## config.mk

```make
export PLATFORM = sky130hd
export DESIGN_NAME = dark_channel_prep
export DESIGN_NICKNAME = d
export VERILOG_FILES = /design/src/rtl/dark_channel_prep.sv
export SDC_FILE = /design/constraint.sdc
export NUM_CORES = 1
export LEC_CHECK = 0
export BUFFER_PORTS_ARGS = -buffer_cell sky130_fd_sc_hd__buf_2
export CORE_UTILIZATION = 33
export DETAILED_ROUTE_END_ITERATION = 8
export SLEW_MARGIN = 0
export SYNTH_ARGS = -nofsm -noshare
export SYNTH_HDL_FRONTEND = slang
export SYNTH_SLANG_ARGS = --single-unit
```

## constraint.sdc

```tcl
create_clock -name clk -period 8.74 [get_ports clk]
set_input_delay 0.437 -clock clk [delete_from_list [all_inputs] [get_ports clk]]
set_output_delay 0.437 -clock clk [all_outputs]
set_load 0.01 [all_outputs]
```

## src/rtl/dark_channel_prep.sv

```systemverilog
// Dark-channel front end for the alpha divider: per-pixel RGB minimum, causal
// 3-tap horizontal minimum, and frame-maximum atmospheric light tracking.
module dark_channel_prep #(
   parameter logic [7:0] A_INIT    = 8'd255,
   parameter logic [7:0] MIN_DENOM = 8'd1
) (
   input  logic       clk,
   input  logic       rst_n,
   input  logic       in_valid,
   output logic       in_ready,
   input  logic       in_sol,
   input  logic       in_eof,
   input  logic [7:0] in_r,
   input  logic [7:0] in_g,
   input  logic [7:0] in_b,
   output logic       out_valid,
   input  logic       out_ready,
   output logic [7:0] out_dark_diff,
   output logic [7:0] out_denom,
   output logic       out_eof,
   output logic [7:0] atm_light
);

   localparam int unsigned DATA_W = 8;
   localparam logic [DATA_W-1:0] PIX_MAX = '1;
   localparam logic [DATA_W-1:0] A_RST   = (A_INIT > MIN_DENOM) ? A_INIT : MIN_DENOM;

   function automatic logic [DATA_W-1:0] min2(input logic [DATA_W-1:0] a,
                                              input logic [DATA_W-1:0] b);
      return (a < b) ? a : b;
   endfunction

   function automatic logic [DATA_W-1:0] max2(input logic [DATA_W-1:0] a,
                                              input logic [DATA_W-1:0] b);
      return (a > b) ? a : b;
   endfunction

   // a - b clamped at zero so the divider numerator never wraps
   function automatic logic [DATA_W-1:0] sat0_sub(input logic [DATA_W-1:0] a,
                                                  input logic [DATA_W-1:0] b);
      return (b > a) ? '0 : (a - b);
   endfunction

   logic              adv;
   logic              vld_p1_q, vld_p1_d;
   logic [DATA_W-1:0] m_p1_q, m_p1_d;
   logic              sol_p1_q, sol_p1_d;
   logic              eof_p1_q, eof_p1_d;
   logic [DATA_W-1:0] h1_q, h1_d;
   logic [DATA_W-1:0] h2_q, h2_d;
   logic              vld_p2_q, vld_p2_d;
   logic [DATA_W-1:0] diff_p2_q, diff_p2_d;
   logic [DATA_W-1:0] denom_p2_q, denom_p2_d;
   logic              eof_p2_q, eof_p2_d;
   logic [DATA_W-1:0] atm_q, atm_d;
   logic [DATA_W-1:0] fmax_q, fmax_d;
   logic [DATA_W-1:0] tap1, tap2, win, fmax_upd;

   assign adv           = !vld_p2_q || out_ready;
   assign in_ready      = adv;
   assign out_valid     = vld_p2_q;
   assign out_dark_diff = diff_p2_q;
   assign out_denom     = denom_p2_q;
   assign out_eof       = eof_p2_q;
   assign atm_light     = atm_q;

   always_comb begin
      vld_p1_d   = vld_p1_q;
      m_p1_d     = m_p1_q;
      sol_p1_d   = sol_p1_q;
      eof_p1_d   = eof_p1_q;
      h1_d       = h1_q;
      h2_d       = h2_q;
      vld_p2_d   = vld_p2_q;
      diff_p2_d  = diff_p2_q;
      denom_p2_d = denom_p2_q;
      eof_p2_d   = eof_p2_q;
      atm_d      = atm_q;
      fmax_d     = fmax_q;

      // A line start masks both history taps so the window never crosses lines
      tap1     = sol_p1_q ? PIX_MAX : h1_q;
      tap2     = sol_p1_q ? PIX_MAX : h2_q;
      win      = min2(m_p1_q, min2(tap1, tap2));
      fmax_upd = max2(fmax_q, win);

      if (adv) begin
         // stage 1: per-pixel channel minimum
         vld_p1_d = in_valid;
         if (in_valid) begin
            m_p1_d   = min2(in_r, min2(in_g, in_b));
            sol_p1_d = in_sol;
            eof_p1_d = in_eof;
         end

         // stage 2: horizontal window, output beat, atmospheric light update
         vld_p2_d = vld_p1_q;
         if (vld_p1_q) begin
            h1_d       = m_p1_q;
            h2_d       = tap1;
            diff_p2_d  = sat0_sub(atm_q, win);
            denom_p2_d = atm_q;
            eof_p2_d   = eof_p1_q;
            if (eof_p1_q) begin
               atm_d  = max2(fmax_upd, MIN_DENOM);
               fmax_d = '0;
            end else begin
               fmax_d = fmax_upd;
            end
         end
      end
   end

   always_ff @(posedge clk or negedge rst_n) begin
      if (!rst_n) begin
         vld_p1_q   <= 1'b0;
         m_p1_q     <= '0;
         sol_p1_q   <= 1'b0;
         eof_p1_q   <= 1'b0;
         h1_q       <= PIX_MAX;
         h2_q       <= PIX_MAX;
         vld_p2_q   <= 1'b0;
         diff_p2_q  <= '0;
         denom_p2_q <= A_RST;
         eof_p2_q   <= 1'b0;
         atm_q      <= A_RST;
         fmax_q     <= '0;
      end else begin
         vld_p1_q   <= vld_p1_d;
         m_p1_q     <= m_p1_d;
         sol_p1_q   <= sol_p1_d;
         eof_p1_q   <= eof_p1_d;
         h1_q       <= h1_d;
         h2_q       <= h2_d;
         vld_p2_q   <= vld_p2_d;
         diff_p2_q  <= diff_p2_d;
         denom_p2_q <= denom_p2_d;
         eof_p2_q   <= eof_p2_d;
         atm_q      <= atm_d;
         fmax_q     <= fmax_d;
      end
   end

endmodule

```

* After elaboration in Yosys (flattened, before gate mapping) *
Cells that the tools add are included.

word-level totals
  ROM bits = 0
  input bits = 30
  bits in latches = 0
  output and inout bits = 27
  bits in registers = 61
  memories = 0
  word-level logic and storage cells = 35
  RAM bits = 0

operators by class
  shift-type cells = 0
  equal/unequal tests = 0
  $lt $le $gt $ge = 7
  multipliers = 0
  div/mod/pow operators = 0
  bitwise gates (word level) = 0
  reduce and logical (&&, ||, !) cells = 5
  multiplexer cells = 10
  $add $sub $neg = 1

operator list
  cell                count
  $mux 8              10
  $lt 8x8->1          4
  $gt 8x8->1          2
  $gt 8x1->1 const B  1
  $sub 8x8->8         1
  $reduce_and 2->1    2
  $reduce_and 3->1    1
  $logic_not 1->1     1
  $logic_or 1x1->1    1

* Longest topological paths before layout *
Gate-level depths: netlist of run 1.

  word-level depth = 9
  gate-level depth with buffers = 35
  mapped depth without buffers = 29

* Worst setup path before layout of run 1 *
OpenSTA, ideal clock, no wires.

  kind = register to register
  start = register sol_p1_q
  end = register atm_q[5] (netlist: atm_light[5])
  path buffers = 6
  setup slack = 2.294 ns
  clock period less this slack = 6.446 ns
  setup time = 0.092 ns
  data required time = 8.648 ns
  data arrival time = 6.354 ns
  stages on the path, launching flop included = 36
  cell sequence = dfrtp_1 buf_6 clkbuf_1 clkbuf_1 nor2_1 inv_1 ha_1 or2_2 o311a_1 or3_4 nor2_1 clkbuf_1 nor3_1 a21oi_1 inv_1 ha_1 a21o_1 a21o_1 a21oi_1 nand2b_1 a211o_2 a32o_1 buf_2 mux2_2 inv_1 ha_1 a21o_1 a21oi_1 nor2b_1 o21ai_0 nand2b_1 a31oi_1 a2bb2o_1 buf_4 mux2i_1 o21ai_0

on the way
  cells in the longest elaborated chain, start to end = 9
  elaborated cells between the ends (all ways) = 10
  those cells by class = order compare (4); mux (6)

RTL lines
  what                    RTL line  source
  from (decl)             47        logic sol_p1_q, sol_p1_d;
  from (signal assigned)  131       sol_p1_q <= sol_p1_d;
  $mux 8 *                82        tap1 = sol_p1_q ? PIX_MAX : h1_q;
  named net tap1[4]       57        logic [DATA_W-1:0] tap1, tap2, win, fmax_upd;
  $lt 8x8->1              30        return (a < b) ? a : b;
  $mux 8 *                30
  $lt 8x8->1              30
  $mux 8 *                30
  $gt 8x8->1              35        return (a > b) ? a : b;
  $mux 8 *                35
  $gt 8x1->1              35
  $mux 8 *                35
  to (signal assigned)    139       atm_q <= atm_d;
  to (decl)               55        logic [DATA_W-1:0] atm_q, atm_d;

Mark *: on every way through the listed nets, which the timed path passes. The rest lies on a longest branch.
A chain may end at the register's enable or synchronous reset.

* Worst setup path after layout of run 1 *
  start = register sol_p1_q
  end = register atm_q[1] (netlist: atm_light[1])

The elaborated chain is that of the path after synthesis.

==> metrics.cfg, run 1 <==
[job]
drv_cap=0

[logic_synthesis]
yosys.area.top_type=dfstp_2
synth_top_area_share=0.194
yosys-top-cells-count=nand2_1 (88), ha_1 (37), inv_1 (36)
ys.flop_type=dfstp_2
syn_nets=556
syn_area_um2=4340
synth_area_per_cell_um2=8.88
synth_cell_types=65
syn-instance-count=489
yosysWarningCount=0
synth-edff-count=0
async_flop_share=1.00
synth.top_cells.by_area=dfstp_2 (19%), dfrtp_1 (17%), ha_1 (11%), nand2_1 (7.6%), inv_1 (3.1%)
ys_seq_area_frac=0.361
synth_most_common_cell=nand2_1
synth_seq_cells=61

[detailed_routing]
drt_iter0_markers=243
dr.pass1.iters=4
drt.antenna.violating_nets=0
drt-total-wl_um=10400
drc=0
wire_per_inst_um=14.6
vias=3706
vias_per_cell=5.20

[clocking]
numCtsBuffers=9
clk_pin_slew_ns=0.06
clock-sinks=61
root_buffer=clkbuf_16
cts.hold.buffers_added=0
clock_latency_ns=0.33
post_cts_resized=0
cts_buffer_depth=2
cts_setup_buffers=0
htree_levels=3
cts_tree=built

[worst_setup_path]
reg2reg_to=atm_light[1]$_DFFE_PN1P_
required_ns=9.00
r2r_slack_ns=1.13
endpoint=atm_light[1]$_DFFE_PN1P_
r2r_cells=29
reg2reg_from=sol_p1_q$_DFFE_PN0P_
crit_type=flip-flop to flip-flop
cp_max_fo=27
critPathLaunch=sol_p1_q$_DFFE_PN0P_
crit_path_end_kind=flip-flop
slowest_delay_ns=0.82
arrival_ns=7.86
cp-start-kind=flip-flop
cp_slowest_cell=dfrtp_1

[power]
pwr-share-clk=0.199
p_int_uw=1160
switchingPower_uw=851
power_frac_seq=0.267
pwr-share-comb=0.534
switching_share=0.424
ir_drop_mv=0.132
powerDensity_nw_per_um2=393
finalPower_uw=2010
p_leak_uw=0.00248

[sta]
timing.fmax_ghz=0.131
slew_headroom=0.433
clock-skew-final_ns=0.00815
maxSlewViolCount=0
fin_crit_ns=7.61
finalHoldViolCount=0
worst_slew_pin_slew_ns=0.850
setup_violations=0
rsz0062_at_grt=false
period_share=0.870
fin_tns_setup_ns=0

[floorplanning]
die_w_um=117
core_area_um2=12700
initial_core_util=0.341
fp.dieH_um=117
rows=41
fp.dieArea_um2=13600
io_pins=57

[run_status]
status=finished, final reports clean

[global_route]
antenna_found_initial=0
gr-total-overflow=0
track_usage=0.167
grt_pass1_wl_um=17700
grt_pass1_vias=3707
grt_max_degree=62

[layout]
fin_nets=604
drive_above_1_share=0.250
diodes=0
nFillCells=1320
area_growth_pct=17.4

[placement]
dp_hpwl_um=7740
place.gp.congestion=0.834
port_buffers=56

[min_path]
hp-class=input port to asynchronous set/reset pin

-- registers in the layout (all words and copies together), names as in the netlist --
register and cells:
out_eof 1, h2_q 8, atm_light 8, out_valid 1, out_denom 8, eof_p1_q 1, sol_p1_q 1, h1_q 8
fmax_q 8, out_dark_diff 8, m_p1_q 8, vld_p1_q 1
-- worst min-delay path by stage --
| stage | slack, ns | start | to |
|---|---|---|---|
| finish | 0.28 | rst_n | out_dark_diff[5]$_DFFE_PN0P_ |
| global route | 0.34 | in_eof | eof_p1_q$_DFFE_PN0P_ |
| CTS | 0.31 | rst_n | out_eof$_DFFE_PN0P_ |
| detailed placement | 0.45 | out_denom[6]$_DFFE_PN1P_ | out_denom[6]$_DFFE_PN1P_ |
| global placement | 0.44 | out_denom[3]$_DFFE_PN1P_ | out_denom[3]$_DFFE_PN1P_ |
| floorplan | 0.14 | rst_n | eof_p1_q$_DFFE_PN0P_ |
-- worst max-delay path, delay by kind of cell (launching register included) --
| family | cells | cell delay (ns) |
|---|---|---|
| buffers and inverters | 3 | 0.28 |
| flip-flops | 1 | 0.82 |
| AND/OR/NAND/NOR | 8 | 1.59 |
| multiplexers | 2 | 0.74 |
| adder cells (fa/ha/maj) | 3 | 0.81 |
| AO/OA/AOI/OAI | 13 | 3.29 |
-- placed cells by master (no fill, tap or decap), types with 7 or more instances in the layout --
| cell type | instances |
|---|---|
| o311ai_1 | 7 |
| o21a_1 | 10 |
| dfstp_2 | 32 |
| o21ai_0 | 23 |
| inv_1 | 36 |
| dfrtp_1 | 29 |
| mux2i_1 | 12 |
| a22o_1 | 9 |
| nor3_1 | 19 |
| nor2_1 | 22 |
| clkbuf_16 | 9 |
| nand3_1 | 12 |
| a21o_1 | 12 |
| buf_2 | 56 |
| a21oi_1 | 14 |
| o31ai_1 | 9 |
| nand2_1 | 88 |
| ha_1 | 37 |
| mux2_2 | 9 |
-- final cells by class --
class | instances | area, µm² | area share
Clock inverter | 3 | 67.6 | 0.0133
Inverter | 36 | 135 | 0.0265
Multi-Input combinational cell | 370 | 2540 | 0.499
Clock buffer | 12 | 267 | 0.0523
Timing Repair Buffer | 59 | 303 | 0.0594
Sequential cell | 61 | 1570 | 0.307
Tap cell | 172 | 215 | 0.0422
-- per-stage QoR --
| stage | cell area, µm² | util | std cells | worst slack (ns) | hold slack [ns] |
|---|---|---|---|---|---|
| global route | 5100 | 0.401 | 713 | 0.559 | 0.342 |
| global placement | 4760 | 0.375 | 698 | 1.45 | 0.444 |
| finish | 5100 | 0.401 | 713 | 1.13 | 0.280 |
| CTS | 5100 | 0.401 | 713 | 1.17 | 0.308 |
| detailed placement | 4760 | 0.375 | 698 | 1.21 | 0.449 |
| floorplan | 4340 | - | 489 | 2.29 | 0.141 |
-- logic make-up (layout without fill, tap and decap cells) --
group	after synthesis	count (layout)	synth area share
AOI/OAI and AO/OA	123	123	0.214
xor gates and xnor gates	9	9	0.0181
adders and majority gates	40	40	0.114
buffers and inverters	58	110	0.0533
DFF	61	61	0.361
muxes	21	21	0.0510
and+or+nand+nor	177	177	0.188
-- layer usage --
| layer | part of all wire | track usage | up-vias |
|---|---|---|---|
| met5 | 0 | 0 | - |
| met4 | 0.016 | 0.0582 | 0 |
| met3 | 0.048 | 0.0410 | 12 |
| met2 | 0.46 | 0.273 | 106 |
| met1 | 0.48 | 0.215 | 1750 |
| li1 | - | - | 1838 |
-- power by group through the flow --
stage | logic (µW) | clock network, µW | registers, µW
6_report | 1070 | 400 | 535
5_1_grt | 1200 | 417 | 553
4_1_cts | 1070 | 407 | 537
3_5_place_dp | 1060 | 0 | 540
3_3_place_gp | 1030 | 0 | 538
2_1_floorplan | 822 | 0 | 520
No activity file was read; power rests on OpenSTA's default activity.
==> run 2, diff against run 1 <==
--- a/config.mk
+++ b/config.mk
@@ -8,6 +8,7 @@
 export BUFFER_PORTS_ARGS = -buffer_cell sky130_fd_sc_hd__buf_2
 export CORE_UTILIZATION = 33
 export DETAILED_ROUTE_END_ITERATION = 8
+export RECOVER_POWER = 50
 export SLEW_MARGIN = 0
 export SYNTH_ARGS = -nofsm -noshare
 export SYNTH_HDL_FRONTEND = slang
==> run 2 against run 1 <==
  * The flow now finishes with violations (max-capacitance violations, max-slew violations)
  * First-iteration DRC count decreased by 1.2%
  * Combinational power about the same
  * Clock power about the same
  * Die area unchanged
  * Power decreased by 0.24%
  * Largest cell class unchanged
  * Highest routed layer unchanged
==> metrics.cfg, run 2 (synthesis gave the netlist of run 1 again) <==
[sta]
maxSlewViolCount=62
fin_tns_setup_ns=0
finalHoldViolCount=0
timing.fmax_ghz=0.131
clock-skew-final_ns=0.00780
fin_crit_ns=7.61
slew_headroom=-1.15
period_share=0.870
rsz0062_at_grt=false
worst_slew_pin_slew_ns=3.22
setup_violations=0

[floorplanning]
die_w_um=117
initial_core_util=0.341
rows=41
core_area_um2=12700
fp.dieArea_um2=13600
io_pins=57
fp.dieH_um=117

[clocking]
cts_buffer_depth=2
clock_latency_ns=0.33
cts.hold.buffers_added=0
clock-sinks=61
cts_setup_buffers=0
numCtsBuffers=9
post_cts_resized=0
cts_tree=built
clk_pin_slew_ns=0.05
htree_levels=3
root_buffer=clkbuf_16

[power]
switching_share=0.425
pwr-share-comb=0.533
pwr-share-clk=0.200
finalPower_uw=2000
p_int_uw=1150
power_frac_seq=0.268
switchingPower_uw=850
powerDensity_nw_per_um2=394
ir_drop_mv=0.131
p_leak_uw=0.00243

[global_route]
antenna_found_initial=0
gr-total-overflow=0
grt_pass1_vias=3707
grt_max_degree=62
track_usage=0.167
grt_pass1_wl_um=17700

[detailed_routing]
drt-total-wl_um=10400
drt.antenna.violating_nets=0
vias=3706
drc=0
vias_per_cell=5.20
dr.pass1.iters=4
wire_per_inst_um=14.6
drt_iter0_markers=240

[run_status]
failed_checks=max-capacitance violations, max-slew violations
status=complete, but fails checks

[layout]
fin_nets=604
area_growth_pct=17.0
diodes=0
layout_common_cells=nand2_1 (88), buf_2 (44), ha_1 (37)
drive_above_1_share=0.226
layout_commonest_cell=nand2_1
fin_util=0.399

[worst_setup_path]
required_ns=9.00
reg2reg_to=atm_light[1]$_DFFE_PN1P_
path_delay_family=compound AO/OA/AOI/OAI gates
arrival_ns=7.86
cp_num_buf_inv=3
crit_type=flip-flop to flip-flop
cp_max_fo=27
r2r_cells=29
r2r_slack_ns=1.13
critPathLaunch=sol_p1_q$_DFFE_PN0P_
reg2reg_from=sol_p1_q$_DFFE_PN0P_
slowest_delay_ns=0.82
crit_path_end_kind=flip-flop
cp_slowest_cell=dfrtp_1
cp-start-kind=flip-flop

[placement]
place.gp.congestion=0.834
dp_hpwl_um=7740
port_buffers=56

[min_path]
hp-class=input port to flip-flop
hold_depth=2
hold_start=in_eof
min_to=eof_p1_q$_DFFE_PN0P_

[job]
drv_cap=1

-- run 2: changes by cell type in the layout (fill, tap and decap cells not counted) --
cell	delta
clkbuf_1	+13
buf_4	-1
buf_2	-12
-- run 2: metal layers --
| metal | track usage | vias to the layer above | wire, µm |
|---|---|---|---|
| met3 | 0.0410 | 14 | 505 |
| met4 | 0.0582 | 0 | 183 |
| met2 | 0.273 | 103 | 4730 |
| met1 | 0.215 | 1751 | 5020 |
| li1 | - | 1838 | - |
| met5 | 0 | - | 0 |
-- run 2: layout make-up --
class	count	area, µm²
inverter	36	135
multi-input combinational	370	2540
clock inverter	3	67.6
clock buffer	12	267
tap	172	215
fill	1323	7640
timing repair buffer	59	284
sequential	61	1570
-- run 2: worst reg2reg max path, delay by kind of cell, from the launching register on --
family,cells,cell delay (ns)
AOI/OAI and AO/OA,13,3.29
adders and majority gates,3,0.81
buffers and inverters,3,0.28
DFF,1,0.82
muxes,2,0.74
and+or+nand+nor,8,1.60
-- run 2: how the worst max path moves through the flow --
| stage | end | slack [ns] | cells after the start |
|---|---|---|---|
| finish | atm_light[1]$_DFFE_PN1P_ | 1.13 | 29 |
| global route | atm_light[1]$_DFFE_PN1P_ | 0.56 | 29 |
| CTS | atm_light[1]$_DFFE_PN1P_ | 1.17 | 29 |
| detailed placement | atm_light[1]$_DFFE_PN1P_ | 1.21 | 29 |
| global placement | atm_light[1]$_DFFE_PN1P_ | 1.45 | 29 |
| floorplan | atm_light[5]$_DFFE_PN1P_ | 2.29 | 35 |
-- run 2: power by group through the flow --
| stage | registers (µW) | logic, µW | clock network, µW |
|---|---|---|---|
| floorplan | 520 | 822 | 0 |
| global placement | 538 | 1030 | 0 |
| detailed placement | 540 | 1060 | 0 |
| CTS | 537 | 1070 | 407 |
| global route | 554 | 1200 | 417 |
| finish | 536 | 1070 | 400 |
-- run 2: through the flow --
stage	worst slack (ns)	std cells	hold slack, ns	area, µm²
4_1_cts	1.17	713	0.308	5100
6_report	1.13	713	0.345	5080
3_5_place_dp	1.21	698	0.449	4760
3_3_place_gp	1.45	698	0.444	4760
5_1_grt	0.559	713	0.342	5080
2_1_floorplan	2.29	489	0.141	4340
